## src/rtl/unary_bitstream_decoder.sv

```systemverilog
// rtl/unary_bitstream_decoder.sv - accumulates a 2^len-bit unary window into a scaled binary result
module unary_bitstream_decoder #(
    parameter int BITWIDTH = 8,
    parameter int BIPOLAR  = 0,
    parameter int LENW     = $clog2(BITWIDTH + 1)
) (
    input  logic                iClk,
    input  logic                iRstN,
    input  logic                iStart,
    input  logic [LENW-1:0]     iWinLen,
    input  logic                iBit,
    input  logic                iBitVld,
    output logic                oBusy,
    output logic [BITWIDTH-1:0] oResult,
    output logic                oVld,
    input  logic                iRdy
);

    localparam int CW = BITWIDTH + 1;
    localparam logic [LENW-1:0] MAX_LEN = LENW'(BITWIDTH);
    // Saturation code used when every bit in the window was a one.
    localparam logic [BITWIDTH-1:0] SAT_VAL = (BIPOLAR != 0) ?
        {1'b0, {(BITWIDTH-1){1'b1}}} : {BITWIDTH{1'b1}};

    typedef enum logic [1:0] {
        S_IDLE,
        S_ACCUM,
        S_RESULT
    } state_t;

    state_t              state_q, state_d;
    logic [LENW-1:0]     len_q, len_d;
    logic [CW-1:0]       cnt_q, cnt_d;
    logic [CW-1:0]       cyc_q, cyc_d;
    logic [BITWIDTH-1:0] result_q, result_d;

    logic [LENW-1:0]     len_clamped;
    logic [LENW-1:0]     shift_amt;
    logic [CW-1:0]       win_size;
    logic [CW-1:0]       cnt_fin;
    logic [CW-1:0]       scaled_full;
    logic [BITWIDTH-1:0] scaled;
    logic [BITWIDTH-1:0] res_val;

    // Scaling datapath: cnt_fin includes the bit presented this cycle so the
    // result is ready on the same edge that accepts the final bit.
    always_comb begin
        len_clamped = (iWinLen > MAX_LEN) ? MAX_LEN : iWinLen;
        shift_amt   = MAX_LEN - len_q;
        win_size    = CW'(1) << len_q;
        cnt_fin     = cnt_q + CW'(iBit);
        scaled_full = cnt_fin << shift_amt;
        scaled      = scaled_full[BITWIDTH-1:0];
        if (cnt_fin == win_size) begin
            res_val = SAT_VAL;
        end else if (BIPOLAR != 0) begin
            // Subtracting 2^(BITWIDTH-1) modulo 2^BITWIDTH flips the MSB.
            res_val = {~scaled[BITWIDTH-1], scaled[BITWIDTH-2:0]};
        end else begin
            res_val = scaled;
        end
    end

    always_comb begin
        state_d  = state_q;
        len_d    = len_q;
        cnt_d    = cnt_q;
        cyc_d    = cyc_q;
        result_d = result_q;
        case (state_q)
            S_IDLE: begin
                if (iStart) begin
                    state_d = S_ACCUM;
                    len_d   = len_clamped;
                    cnt_d   = '0;
                    cyc_d   = '0;
                end
            end
            S_ACCUM: begin
                // A start pulse wins over the bit presented in the same cycle.
                if (iStart) begin
                    len_d = len_clamped;
                    cnt_d = '0;
                    cyc_d = '0;
                end else if (iBitVld) begin
                    cnt_d = cnt_fin;
                    cyc_d = cyc_q + CW'(1);
                    if (cyc_q == win_size - CW'(1)) begin
                        result_d = res_val;
                        state_d  = S_RESULT;
                    end
                end
            end
            S_RESULT: begin
                if (iRdy) begin
                    if (iStart) begin
                        state_d = S_ACCUM;
                        len_d   = len_clamped;
                        cnt_d   = '0;
                        cyc_d   = '0;
                    end else begin
                        state_d = S_IDLE;
                    end
                end
            end
            default: state_d = S_IDLE;
        endcase
    end

    always_ff @(posedge iClk or negedge iRstN) begin
        if (!iRstN) begin
            state_q  <= S_IDLE;
            len_q    <= '0;
            cnt_q    <= '0;
            cyc_q    <= '0;
            result_q <= '0;
        end else begin
            state_q  <= state_d;
            len_q    <= len_d;
            cnt_q    <= cnt_d;
            cyc_q    <= cyc_d;
            result_q <= result_d;
        end
    end

    assign oBusy   = (state_q == S_ACCUM);
    assign oVld    = (state_q == S_RESULT);
    assign oResult = result_q;

endmodule

```

## config.mk

```make
export PLATFORM = sky130hd
export DESIGN_NAME = unary_bitstream_decoder
export DESIGN_NICKNAME = d
export VERILOG_FILES = /design/src/rtl/unary_bitstream_decoder.sv
export SDC_FILE = /design/constraint.sdc
export NUM_CORES = 1
export LEC_CHECK = 0
export BUFFER_PORTS_ARGS = -buffer_cell sky130_fd_sc_hd__buf_2
export CAP_MARGIN = 0
export CORE_MARGIN = 2
export CORE_UTILIZATION = 30
export DETAILED_ROUTE_END_ITERATION = 12
export GPL_ROUTABILITY_DRIVEN = 0
export GPL_TIMING_DRIVEN = 0
export SYNTH_ARGS = -nofsm -noshare
export SYNTH_HDL_FRONTEND = slang
export SYNTH_SLANG_ARGS = --single-unit
```

## constraint.sdc

```tcl
create_clock -name iClk -period 5.1 [get_ports iClk]
set_input_delay 0.255 -clock iClk [delete_from_list [all_inputs] [get_ports iClk]]
set_output_delay 0.255 -clock iClk [all_outputs]
set_load 0.005 [all_outputs]
```

* Word-level counts from Yosys, hierarchy flattened
Cells that the tools add are included.
** Cells by class
- Eq/ne operators :: 10
- Shift operators :: 2
- $add $sub $neg :: 4
- $lt $le $gt $ge :: 1
- Bitwise gates (word level) :: 1
- Multiplexer cells :: 22
- Reduce and logical (&&, ||, !) cells :: 8
** Operators with widths (number)
- 2-to-1 mux 9 bit :: 8
- one-hot mux 9 bit (3 select lines) :: 2
- equality test 9 bit :: 2
- 2-to-1 mux 4 bit :: 3
- 2-to-1 mux 2 bit :: 5
- adder 9 x 1 -> 9 bit :: 1
- adder 9 x 1 -> 9 bit (second input constant) :: 1
- << shifter 1 x 4 -> 9 bit (first input constant) :: 1
- << shifter 9 x 4 -> 8 bit :: 1
- subtractor 9 x 1 -> 9 bit (second input constant) :: 1
- 2-to-1 mux 8 bit :: 1
- one-hot mux 4 bit (2 select lines) :: 1
- != test 2 bit (second input constant) :: 3
- one-hot mux 2 bit (3 select lines) :: 1
- AND reduction 5 bit :: 1
- greater-than comparator 4 bit (second input constant) :: 1
- != test 2 x 1 -> 1 bit (second input constant) :: 2
- AND reduction 4 bit :: 1
- subtractor 4 bit (first input constant) :: 1
- != test 3 bit (second input constant) :: 1
- AND reduction 3 bit :: 1
- nonzero test 3 bit :: 1
- equality test 2 x 1 -> 1 bit (second input constant) :: 1
- equality test 2 bit (second input constant) :: 1
- 6 further kinds :: 6
** Word-level totals
- Bits of input ports :: 10
- Output and inout bits :: 10
- Register bits :: 32
- Logic and storage cells :: 53

* Logic depth before layout (Yosys ltp)
- Depth after elaboration :: 7
- Gate-level depth with buffers :: 15
- Depth with buffers taken out :: 12

* Worst setup path before layout
No wires, ideal clock.
- Path type :: register to register
- Start point :: register len_q[0]
- End point :: register result_q[2], in the netlist oResult[2]
- Library setup time :: 0.125 ns
- Slack :: 1.437 ns
- Arrival time :: 3.538 ns
- Stages on the path, launching flop included :: 16
- Period minus slack after synthesis :: 3.663 ns
- Path through :: dfrtp_1 > clkbuf_1 > clkinv_1 > ha_1 > ha_1 > buf_2 > nand2b_1 > ha_1 > clkbuf_1 > nor2b_1 > o21ai_0 > a22oi_1 > xor2_1 > a211o_1 > nor3_4 > mux2_2
** Between the ends
- Cells in the longest elaborated chain, start to end :: 4
- Elaborated cells between the ends (all ways) :: 8
- Classes of those cells :: add/sub: 2; eq/ne: 2; shift: 2; mux: 1; reduce/logical: 1
** RTL lines
- start: declaration :: RTL line 32 : logic [LENW-1:0] len_q, len_d;
- start signal: assignment :: RTL line 119 : len_q <= len_d;
- << shifter 1 x 4 -> 9 bit :: RTL line 50 : win_size = CW'(1) << len_q;
- subtractor 9 x 1 -> 9 bit :: RTL line 88 : if (cyc_q == win_size - CW'(1)) begin
- equality test 9 bit :: RTL line 88
- AND reduction 4 bit (no source line)
- end signal: assignment :: RTL line 122 : result_q <= result_d;
- end: declaration :: RTL line 35 : logic [BITWIDTH-1:0] result_q, result_d;
Parallel ways exist; a longest one is shown, timed or not.
A chain may end at the register's enable or synchronous reset.

* Worst setup path in the final report
- Start point :: register len_q[0]
- End point :: register result_q[5], in the netlist oResult[5]
Same word-level chain as after synthesis.

==> Flow_metrics.wiki <==
{| class="wikitable"
! Metric !! Value
|-
| Internal power of the cells || around 0.00048 W
|-
| Period minus WS final || between 4 and 5 ns
|-
| Leftover overflow at the end of global routing || 0
|-
| EDFF count, synth || 0
|-
| Sort of element at the start of the critical path || register
|-
| Number of failing setup endpoints in the final timing report || 0
|-
| Layout overhead on the synthesized area || 12.0%
|-
| Part of the total power dissipated in sequential elements || 0.374
|-
| Maximum number of pins on one net before global-route repair || 33
|-
| Delay of the slowest cell on the worst path || 0.47 ns
|-
| Critical path endpoint category || register
|-
| Number of buffers created by CTS || 5
|-
| Final-layout setup total negative slack || 0 ns
|-
| Starting density of the core || 0.311
|-
| Clock H-tree levels || 2
|-
| CP max stage cell || sky130_fd_sc_hd__nor3_4
|-
| Placed Area || 0.00295 sq mm
|-
| Hold Buf Count CTS || 0
|-
| Most used cells in the layout excluding fill and tap cells || 39 x sky130_fd_sc_hd__nand2_1, 33 x sky130_fd_sc_hd__o21ai_0, 32 x sky130_fd_sc_hd__dfrtp_1, 25 x sky130_fd_sc_hd__buf_2, 20 x sky130_fd_sc_hd__nor2_1
|-
| Critical path, cell by cell || clkbuf_1 -> clkinv_1 -> ha_1 -> ha_1 -> buf_2 -> nand2b_1 -> ha_1 -> clkbuf_1 -> nor2b_1 -> o21ai_0 -> a22oi_1 -> xor2_1 -> a211o_1 -> nor3_4 -> mux2_2
|-
| Routed len/inst || 15.0 microns
|-
| Horizontal extent of the die || between 90 and 100 microns
|-
| Area enclosed by the die boundary || between 0.009 and 0.01 sq mm
|-
| Via count of the first global-routing pass || 2377
|-
| Cell Count, Final, Fillers Out || 467
|-
| Clock skew || 0.0106 ns
|-
| Setup repair after global routing missed its margin || no
|-
| Clock Path Buffers || 2
|-
| Cell count after synthesis || ~330
|-
| Yosys warnings || 0
|-
| Die height || 99.3 microns
|-
| Ranking of synthesized cells by area || sky130_fd_sc_hd__dfrtp_1 29%, sky130_fd_sc_hd__o21ai_0 6.1%, sky130_fd_sc_hd__nand2_1 5.4%
|-
| Buffer cell driving the clock tree root || sky130_fd_sc_hd__clkbuf_8
|-
| Post_cts resized || 0
|-
| IO buf count || 19
|-
| Post-synthesis instance area || 0.00272 sq mm
|-
| Detail Placement HPWL || 5140 microns
|-
| Detailed-route vias per instance || between 5 and 6
|-
| Arrival @ worst endpoint || 4.70 ns
|-
| Routed wire length || about 7000 microns
|-
| Share of power burned in combinational logic || 0.328
|-
| Inst Count DP || 460
|-
| WS Path Type || reg -> reg
|-
| Number of antenna repair diodes || 0
|-
| Worst-case vdd ir drop || 0.0793 mV
|-
| Final-stage net count || 379
|-
| Worst min-delay path class || in -> async
|-
| Commonest non-fill, non-tap cell in the layout || sky130_fd_sc_hd__nand2_1
|-
| Fraction of layout instances using a drive strength above 1 || 0.145
|-
| Run status || finished clean
|-
| Clk pwr share || 0.298
|-
| Flop-to-flop setup slack || 0.57 ns
|-
| Net Sw Frac || 0.349
|-
| Clock sink count || 32
|-
| Primary flip-flop cell chosen by synthesis mapping || sky130_fd_sc_hd__dfrtp_1
|-
| Residual antenna-violating net count after detailed routing || 0
|-
| Number of placement rows || 34
|-
| Cell type with the highest aggregate area in the netlist || sky130_fd_sc_hd__dfrtp_1
|-
| Distinct cell type count after synthesis || 59
|-
| TritonCTS clock tree || yes
|-
| Overall via count from detail_route || 2465
|-
| Summed area of non-filler cells in the final layout || 0.00305 sq mm
|-
| Final period util || 0.888
|-
| Proportion of synthesized chip area in sequential cells || 0.294
|-
| Syn avg cell area || 8.18 sq um
|-
| Number of hold violations in the final report || 0
|-
| GRT Util Overall || 0.145
|-
| Net count after synthesis || 353
|-
| Critical path required time || between 5 and 6 ns
|-
| Clock edge transition at the registers on the reported setup and hold paths || ~0.080 ns
|-
| Core Area || roughly 0.0088 sq mm
|-
| Crit path top cell by count || sky130_fd_sc_hd__ha_1
|-
| Flip-flop and latch count after synthesis || 32
|-
| Power per cell area || 244 mW/mm^2
|-
| Maximum fanout along the worst path || 10
|-
| MaxCap Viol Count || 0
|-
| Fraction of synthesis flops using an asynchronous set or reset pin || 1.00
|-
| Net Sw Power || 0.000260 W
|-
| I/O pins || 20
|-
| Max Clock Freq || 221 MHz
|-
| DRC Markers || 0
|-
| Number of antenna violations at the first check in global routing || 0
|-
| Total power || 0.000743 W
|-
| Post-CTS setup buffer count || 0
|-
| Relative slew margins || 0.503
|-
| Final max-slew violation count || 0
|-
| Hold Worst Slack || 0.0252 ns
|-
| Worst skew pair latency || 0.29 ns
|-
| Worst Max-Slew Pin Slew || 0.745 ns
|-
| Standby leakage power || 1.30 nW
|-
| First-iteration detailed-routing DRC count || 140
|-
| Area share of the leading cell type in the synthesized netlist || 0.294
|-
| Wire length of the first global-routing pass || 11800 microns
|-
| Detailed-routing iteration count for the pre-antenna-repair pass || 4
|}
==> cells in the mapped netlist (8+ instances only) <==
| cell | number |
|---|---|
| sky130_fd_sc_hd__a21oi_1 | 15 |
| sky130_fd_sc_hd__dfrtp_1 | 32 |
| sky130_fd_sc_hd__nand2b_1 | 9 |
| sky130_fd_sc_hd__o21ai_0 | 33 |
| sky130_fd_sc_hd__inv_1 | 14 |
| sky130_fd_sc_hd__nor2_1 | 20 |
| sky130_fd_sc_hd__nor2b_1 | 8 |
| sky130_fd_sc_hd__nand3_1 | 12 |
| sky130_fd_sc_hd__nand2_1 | 39 |
| sky130_fd_sc_hd__xor2_1 | 8 |
| sky130_fd_sc_hd__clkbuf_1 | 13 |
| sky130_fd_sc_hd__nor3_1 | 8 |
| sky130_fd_sc_hd__ha_1 | 10 |
| sky130_fd_sc_hd__xnor2_1 | 11 |
==> per-stage QoR <==
step                      utilization  setup WS, ns
after CTS                       0.348         0.583
after floorplan                     -          1.44
after detailed placement        0.337         0.599
after global routing            0.348         0.233
after global placement          0.337         0.721
final                           0.348         0.572
==> state kept, by name (all words and copies together), names as in the netlist <==
signal and flops:
cyc_q 9, oResult 8, state_q 2, cnt_q 9, len_q 4
==> final timing paths <==
| check | from | to | depth (start not counted) |
|---|---|---|---|
| setup / recovery | len_q[0] | oResult[5] | 15 |
| hold / removal | iRstN | cyc_q[5] | 1 |
| setup reg to reg | len_q[0] | oResult[5] | 15 |
| hold reg to reg | cnt_q[0] | cnt_q[0] | 2 |
| max in group asynchronous | iRstN | cnt_q[5] | 1 |
| min in group iClk | iWinLen[3] | len_q[3] | 3 |
==> power groups by stage <==
| stage | registers (W) | logic [W] | clock network, W |
|---|---|---|---|
| floorplan | 0.000279 | 0.000184 | 0 |
| global placement | 0.000282 | 0.000239 | 0 |
| detailed placement | 0.000282 | 0.000242 | 0 |
| CTS | 0.000278 | 0.000243 | 0.000228 |
| global route | 0.000280 | 0.000274 | 0.000236 |
| finish | 0.000278 | 0.000244 | 0.000222 |
==> kinds of logic (layout without fill, tap and decap cells) <==
family	Yosys count	after routing	synth area share
compound gates	85	85	0.194
xor+xnor	22	22	0.0864
fa+ha+maj	10	10	0.0459
buf+inv	36	62	0.0565
flops	32	32	0.294
mux	13	13	0.0505
simple gates	135	135	0.272
==> routing by layer <==
metal  vias to the layer above  share of wire  wire [microns]  global-route usage
li1                       1239              -               -                   -
met1                      1182           0.48            3370               0.197
met2                        39           0.48            3360               0.245
met3                         5          0.026             184              0.0169
met4                         0          0.010              70              0.0369
met5                         -              0               0                   0
==> area by class of cell <==
class / count / area [sq um]
Sequential cell: 32 / 801
Inverter: 15 / 56.3
Clock buffer: 7 / 96.3
Multi-Input combinational cell: 265 / 1770
Tap cell: 108 / 135
Buffer: 21 / 97.6
Timing Repair Buffer: 19 / 95.1
Fill cell: 912 / 5710
==> critical path, delay by kind of cell (launching register included) <==
kind	cells	cell delay, ns
buf+inv	4	1.23
flops	1	0.38
mux	1	0.40
xor+xnor	1	0.10
fa+ha+maj	3	0.71
simple gates	3	0.88
compound gates	3	0.71
Note: power is estimated with default switching activity, not from simulation.
